## config.mk

```make
export PLATFORM = sky130hd
export DESIGN_NAME = dds_wave_gen
export DESIGN_NICKNAME = d
export VERILOG_FILES = /design/src/rtl/dds_pkg.sv /design/src/rtl/sine_quarter_lut.sv /design/src/rtl/dds_wave_gen.sv
export SDC_FILE = /design/constraint.sdc
export NUM_CORES = 1
export LEC_CHECK = 0
export ABC_AREA = 1
export CAP_MARGIN = 20
export CORE_MARGIN = 1.5
export CORE_UTILIZATION = 65
export DETAILED_ROUTE_END_ITERATION = 6
export DONT_BUFFER_PORTS = 1
export GPL_ROUTABILITY_DRIVEN = 0
export GPL_TIMING_DRIVEN = 0
export PLACE_DENSITY = 0.81
export SYNTH_ARGS = -nofsm -noshare
export SYNTH_HDL_FRONTEND = slang
export SYNTH_HIERARCHICAL = 1
export SYNTH_SLANG_ARGS = --single-unit
```

## constraint.sdc

```tcl
create_clock -name clk_in -period 2.4 [get_ports clk_in]
set_input_delay 0.24 -clock clk_in [delete_from_list [all_inputs] [get_ports clk_in]]
set_output_delay 0.24 -clock clk_in [all_outputs]
set_load 0.02 [all_outputs]
```

## src/rtl/dds_pkg.sv

```systemverilog
// Shared types and scale constants for the DDS waveform generator.
package dds_pkg;

  typedef enum logic [1:0] {
    WAVE_SINE   = 2'd0,
    WAVE_SQUARE = 2'd1,
    WAVE_TRI    = 2'd2,
    WAVE_SAW    = 2'd3
  } wave_t;

  typedef enum logic [1:0] {
    IDLE = 2'd0,
    RUN  = 2'd1,
    PEND = 2'd2
  } state_t;

  // Offset-binary zero level of an out_w-bit sample.
  function automatic int unsigned midscale(int unsigned out_w);
    return 32'd1 << (out_w - 32'd1);
  endfunction

  function automatic int unsigned fullscale(int unsigned out_w);
    return (32'd1 << out_w) - 32'd1;
  endfunction

endpackage

```

## src/rtl/sine_quarter_lut.sv

```systemverilog
// Quarter-wave sine magnitude ROM, sampled at bin centres so the
// mirrored quadrants meet without a repeated peak or zero entry.
module sine_quarter_lut #(
  parameter int unsigned OUT_W  = 8,
  parameter int unsigned LUT_AW = 6
) (
  input  logic [LUT_AW-1:0] addr,
  output logic [OUT_W-2:0]  data_c
);

  localparam int unsigned DEPTH = 32'd1 << LUT_AW;

  function automatic logic [OUT_W-2:0] lut_entry(int idx);
    real amp;
    real ang;
    amp = real'((32'd1 << (OUT_W - 32'd1)) - 32'd1);
    ang = 3.14159265358979 / 2.0 * (real'(idx) + 0.5) / real'(DEPTH);
    return (OUT_W-1)'($rtoi(amp * $sin(ang) + 0.5));
  endfunction

  logic [OUT_W-2:0] rom [DEPTH];

  for (genvar i = 0; i < int'(DEPTH); i++) begin : g_rom
    localparam logic [OUT_W-2:0] ENTRY = lut_entry(i);
    assign rom[i] = ENTRY;
  end

  assign data_c = rom[addr];

endmodule

```

## src/rtl/dds_wave_gen.sv

```systemverilog
// DDS waveform core: phase accumulator, config staging FSM and a
// two-stage sample pipeline producing offset-binary DAC words.
module dds_wave_gen
  import dds_pkg::*;
#(
  parameter int unsigned PHASE_W = 24,
  parameter int unsigned OUT_W   = 8,
  parameter int unsigned LUT_AW  = 6
) (
  input  logic               clk_in,
  input  logic               reset_n,
  input  logic               enable,
  input  logic               cfg_valid,
  output logic               cfg_ready,
  input  logic [PHASE_W-1:0] cfg_ftw,
  input  logic [1:0]         cfg_wave,
  input  logic [OUT_W-1:0]   cfg_duty,
  output logic [OUT_W-1:0]   sample_out,
  output logic               sample_valid,
  output logic               cycle_start
);

  localparam logic [OUT_W-1:0] MID  = OUT_W'(midscale(OUT_W));
  localparam logic [OUT_W-1:0] FULL = OUT_W'(fullscale(OUT_W));

  state_t               state_q, state_d;
  logic                 ld_cfg, ld_pend, apply_pend;
  logic                 cfg_hs;
  logic [PHASE_W-1:0]   phase_q, phase_sum;
  logic                 carry, phase_start_q;
  logic [PHASE_W-1:0]   act_ftw, pend_ftw;
  wave_t                act_wave, pend_wave;
  logic [OUT_W-1:0]     act_duty, pend_duty;

  logic [OUT_W-1:0]     pt, tri_t, s1_val_d;
  logic [1:0]           quad;
  logic [LUT_AW-1:0]    lut_a;
  logic                 s1_valid, s1_start, s1_sine, s1_neg;
  logic [LUT_AW-1:0]    s1_addr;
  logic [OUT_W-1:0]     s1_val;
  logic [OUT_W-2:0]     lut_v;
  logic [OUT_W-1:0]     sine_val;

  assign cfg_hs             = cfg_valid && cfg_ready;
  assign {carry, phase_sum} = {1'b0, phase_q} + {1'b0, act_ftw};

  // Config staging: direct load when idle, otherwise hold until a wrap.
  always_comb begin
    state_d    = state_q;
    ld_cfg     = 1'b0;
    ld_pend    = 1'b0;
    apply_pend = 1'b0;
    case (state_q)
      IDLE: begin
        ld_cfg = cfg_hs;
        if (enable) state_d = RUN;
      end
      RUN: begin
        if (!enable) begin
          ld_cfg  = cfg_hs;
          state_d = IDLE;
        end else if (cfg_hs) begin
          ld_pend = 1'b1;
          state_d = PEND;
        end
      end
      PEND: begin
        if (!enable) begin
          apply_pend = 1'b1;
          state_d    = IDLE;
        end else if (carry || act_ftw == '0) begin
          apply_pend = 1'b1;
          state_d    = RUN;
        end
      end
      default: state_d = IDLE;
    endcase
  end

  always_ff @(posedge clk_in or negedge reset_n) begin
    if (!reset_n) begin
      state_q   <= IDLE;
      cfg_ready <= 1'b1;
    end else begin
      state_q   <= state_d;
      cfg_ready <= (state_d != PEND);
    end
  end

  always_ff @(posedge clk_in or negedge reset_n) begin
    if (!reset_n) begin
      act_ftw   <= '0;
      act_wave  <= WAVE_SINE;
      act_duty  <= '0;
      pend_ftw  <= '0;
      pend_wave <= WAVE_SINE;
      pend_duty <= '0;
    end else begin
      if (ld_cfg) begin
        act_ftw  <= cfg_ftw;
        act_wave <= wave_t'(cfg_wave);
        act_duty <= cfg_duty;
      end else if (apply_pend) begin
        act_ftw  <= pend_ftw;
        act_wave <= pend_wave;
        act_duty <= pend_duty;
      end
      if (ld_pend) begin
        pend_ftw  <= cfg_ftw;
        pend_wave <= wave_t'(cfg_wave);
        pend_duty <= cfg_duty;
      end
    end
  end

  // Residual phase is kept across a wrap; the flag marks a cycle-start phase.
  always_ff @(posedge clk_in or negedge reset_n) begin
    if (!reset_n) begin
      phase_q       <= '0;
      phase_start_q <= 1'b1;
    end else if (!enable) begin
      phase_q       <= '0;
      phase_start_q <= 1'b1;
    end else begin
      phase_q       <= phase_sum;
      phase_start_q <= carry;
    end
  end

  assign pt    = phase_q[PHASE_W-1 -: OUT_W];
  assign tri_t = phase_q[PHASE_W-2 -: OUT_W];
  assign quad  = phase_q[PHASE_W-1 -: 2];
  assign lut_a = phase_q[PHASE_W-3 -: LUT_AW];

  always_comb begin
    s1_val_d = pt;
    case (act_wave)
      WAVE_SQUARE: s1_val_d = (pt < act_duty) ? FULL : '0;
      WAVE_TRI:    s1_val_d = quad[1] ? ~tri_t : tri_t;
      default:     s1_val_d = pt;
    endcase
  end

  always_ff @(posedge clk_in or negedge reset_n) begin
    if (!reset_n) begin
      s1_valid <= 1'b0;
      s1_start <= 1'b0;
      s1_sine  <= 1'b0;
      s1_neg   <= 1'b0;
      s1_addr  <= '0;
      s1_val   <= '0;
    end else begin
      s1_valid <= enable;
      s1_start <= enable && phase_start_q;
      s1_sine  <= (act_wave == WAVE_SINE);
      s1_neg   <= quad[1];
      s1_addr  <= quad[0] ? ~lut_a : lut_a;
      s1_val   <= s1_val_d;
    end
  end

  sine_quarter_lut #(
    .OUT_W  (OUT_W),
    .LUT_AW (LUT_AW)
  ) u_lut (
    .addr   (s1_addr),
    .data_c (lut_v)
  );

  // Upper half mid+v is {1,v}; lower half mid-1-v is {0,~v}.
  assign sine_val = s1_neg ? {1'b0, ~lut_v} : {1'b1, lut_v};

  always_ff @(posedge clk_in or negedge reset_n) begin
    if (!reset_n) begin
      sample_out   <= MID;
      sample_valid <= 1'b0;
      cycle_start  <= 1'b0;
    end else if (!enable || !s1_valid) begin
      sample_out   <= MID;
      sample_valid <= 1'b0;
      cycle_start  <= 1'b0;
    end else begin
      sample_out   <= s1_sine ? sine_val : s1_val;
      sample_valid <= 1'b1;
      cycle_start  <= s1_start;
    end
  end

endmodule

```

==> results_dict.tcl <==
set metrics [dict create \
    hold_viol 124 \
    htreeDepth 4 \
    critPathMaxFanout 10 \
    reg2reg_slack_ns 0.17 \
    drtIter0Drc 466 \
    min_path_type "in -> async" \
    yosysMostFrequentCell "nand2_1" \
    die_h_microns 112 \
    ant_nets 0 \
    cts_buffers 17 \
    synth_commonest_cells "nand2_1, dfrtp_1, inv_1" \
    placed_cells 1148 \
    clk_pin_slew_ns 0.05 \
    grt_max_degree 125 \
    finalCritPeriodShare_pct 92.9 \
    timing.fmax_mhz 448 \
    ys_async_sr_fraction_pct 100 \
    end_kind "register" \
    synth_fp_nets 1089 \
    synth-edff-count 0 \
    drcViolationCount 0 \
    holdWs_ns -0.486 \
    clock_skew_ns 0.00437 \
    rows 39 \
    slew_violations 0 \
    antenna_found_initial 0 \
    holdBufCountCts 21 \
    startpoint_type "register" \
    core_area_sq_um 11500 \
    finalSetupViolCount 0 \
    synth_top_area_share_pct 39.4 \
    grtUsageTotal_pct 30.3 \
    port_buffers 0 \
    yosysTopAreaCell "dfrtp_1" \
    cts_buffer_depth 2 \
    grt_pass1_vias 6401 \
    dp_hpwl_microns 12200 \
    clockRootBuffer "clkbuf_16" \
    syn_avg_cell_area_sq_um 7.65 \
    antenna_cells 0 \
    ys.flop_type "dfrtp_1" \
    yosys_warnings 6 \
    drt_wl_total_microns 17800 \
    tns_ns 0 \
    die_area_sq_um 12500 \
    syn_inst 1005 \
    worstMarginPinSlew_ns 0.714 \
    initial_utilization_pct 67.0 \
    vdd_drop_max_uv 821 \
    grt_first_pass_wirelength_microns 30200 \
    p_leak_nw 4.59 \
    arrival_ns 2.54 \
    area_growth_syn_to_layout_pct 12.7 \
    worstPathRequired_ns 2.71 \
    path_class "reg -> reg" \
    finalNetCount 1129 \
    status "complete, but fails checks" \
    dieWidth_microns 112 \
    ys_seq_elements 124 \
    max-cap-violations 0 \
    swShare_pct 42.0 \
    dr.pass1.iters 5 \
    cts_tree "yes" \
    overflow 0 \
    synth_area_leaders "dfrtp_1, nand2_1, ha_1" \
    post_synth_num_cell_types 41 \
    comb_power_share_pct 44.4 \
    clock_sinks 124 \
    routedWlPerCell_microns 14.8 \
    rsz0062_at_grt "false" \
    drive_gt1_share_pct 14.1 \
    finalPower_w 0.0109 \
    synth-seq-area-share_pct 40.4 \
    via_count 6762 \
    syn_area_sq_um 7680 \
    violations "negative hold slack" \
    fin_cells 1200 \
    avgViaCountPerCell 5.64 \
    clock_latency_ns 0.42 \
    layout_min_cycle_time_ns 2.23 \
    ioPinCount 49 \
    switching_power_w 0.00458 \
    internal_power_w 0.00634 \
    seqPwrFrac_pct 32.5 \
    slew_headroom_pct 52.3 \
    clkPwrFrac_pct 23.1 \
    num-fill-cells 843 \
    power_density_nw_per_um2 1260 \
]
[registers in the layout (all words and copies together), names as in the netlist]
| signal | count |
|---|---|
| s1_sine | 1 |
| act_ftw | 24 |
| s1_neg | 1 |
| s1_start | 1 |
| phase_start_q | 1 |
| cycle_start | 1 |
| sample_out | 8 |
| state_q | 2 |
| s1_valid | 1 |
| pend_wave | 2 |
| s1_val | 8 |
| sample_valid | 1 |
| pend_ftw | 24 |
| pend_duty | 8 |
| act_duty | 8 |
| act_wave | 2 |
| cfg_ready | 1 |
| phase_q | 24 |
| s1_addr | 6 |
[kinds of logic (layout without fill, tap and decap cells)]
logic type,count (synthesis),in the layout,share of synthesized area (%)
and+or+nand+nor,477,477,28.2
AOI/OAI and AO/OA,186,186,12.9
buffers and inverters,156,208,9.15
DFF,124,124,40.4
adders and majority gates,46,46,7.59
xor gates and xnor gates,16,16,1.82
[placed cells by master, fill, tap and decap left out, types with 2 or more instances in the layout]
cell type      Yosys  routed
nand2_1          224     224
dfrtp_1          121     121
inv_1            112     112
o21ai_0          104     104
nor2_1            77      77
nand3_1           76      76
nand2_2           69      69
a21oi_1           60      60
ha_1              45      44
dlygate4sd3_1      0      21
clkbuf_1          16      20
clkbuf_16          0      17
xor2_1            16      16
buf_2             12      12
or2_2             10      10
nor3_1             8       8
a21o_1             5       5
clkbuf_8           1       5
o21bai_1           5       5
a21oi_2            4       4
inv_2              4       4
nand4_1            4       4
buf_6              3       3
buf_12             3       3
buf_4              3       3
dfstp_2            3       3
nand2_4            2       2
a31oi_1            2       2
dlygate4sd1_1      2       2
bufinv_16          0       2
clkinv_2           0       2
clkinvlp_4         0       2
[layout make-up]
type,instances,area (sq um),area share [%]
plain buffers,40,268,3.09
clock buffers,25,495,5.72
clock inverters,6,85.1,0.983
inverters,116,435,5.03
multi-input cells,725,3880,44.8
flip-flops and latches,124,3110,35.9
well taps,143,179,2.07
repair buffers,21,210,2.43
[path summary, 6_finish.rpt]
path | to | cells past startpoint | from
min | phase_q[3] | 0 | reset_n
min in group clk_in | pend_ftw[0] | 2 | cfg_ftw[0]
max in group asynchronous | cfg_ready | 0 | reset_n
max reg2reg | act_ftw[6] | 14 | phase_q[19]
min reg2reg | sample_out[7] | 2 | s1_val[7]
max | act_ftw[6] | 14 | phase_q[19]
[stage by stage]
| step | instance area, sq um | util (%) | worst slack [ns] | hold slack [ns] |
|---|---|---|---|---|
| finish | 8660 | 75.5 | 0.170 | -0.486 |
| global placement | 7860 | 68.6 | 0.162 | -0.0506 |
| CTS | 8650 | 75.5 | 0.0604 | -0.493 |
| detailed placement | 7860 | 68.6 | 0.104 | -0.0504 |
| global route | 8660 | 75.5 | 0.0152 | -0.500 |
| floorplan | 7680 | - | 0.419 | -0.0556 |
[metal layers]
metal	GRT usage (%)	vias to the layer above	wire [microns]
li1	-	3308	-
met1	39.0	3151	7740
met2	49.6	253	8470
met3	6.26	50	1040
met4	13.7	0	521
met5	0	-	0
[critical path, stage by stage (launching register included)]
cell and delay [ns]:
dfrtp_1 0.47, ha_1 0.43, nand2_2 0.14, inv_2 0.05, nand2_2 0.06, nand2_2 0.05, nand2_1 0.08, nand2_2 0.07
a21oi_2 0.11, nand4_2 0.11, nand2_4 0.15, nand2_8 0.10, buf_12 0.16, nand2_2 0.07, nand2_2 0.05
[power groups by stage]
stage | Sequential [W] | Combinational, W | Clock [W]
floorplan | 0.00336 | 0.00382 | 0
global placement | 0.00352 | 0.00454 | 0
detailed placement | 0.00356 | 0.00467 | 0
CTS | 0.00353 | 0.00478 | 0.00253
global route | 0.00364 | 0.00554 | 0.00262
finish | 0.00354 | 0.00485 | 0.00252
[timing repair]
action,CTS,global route
gates resized for setup,0,2
endpoints found under the setup margin,0,30
buffers inserted,0,0
endpoints found under the hold margin,145,124
No activity file was read; power rests on OpenSTA's default activity.
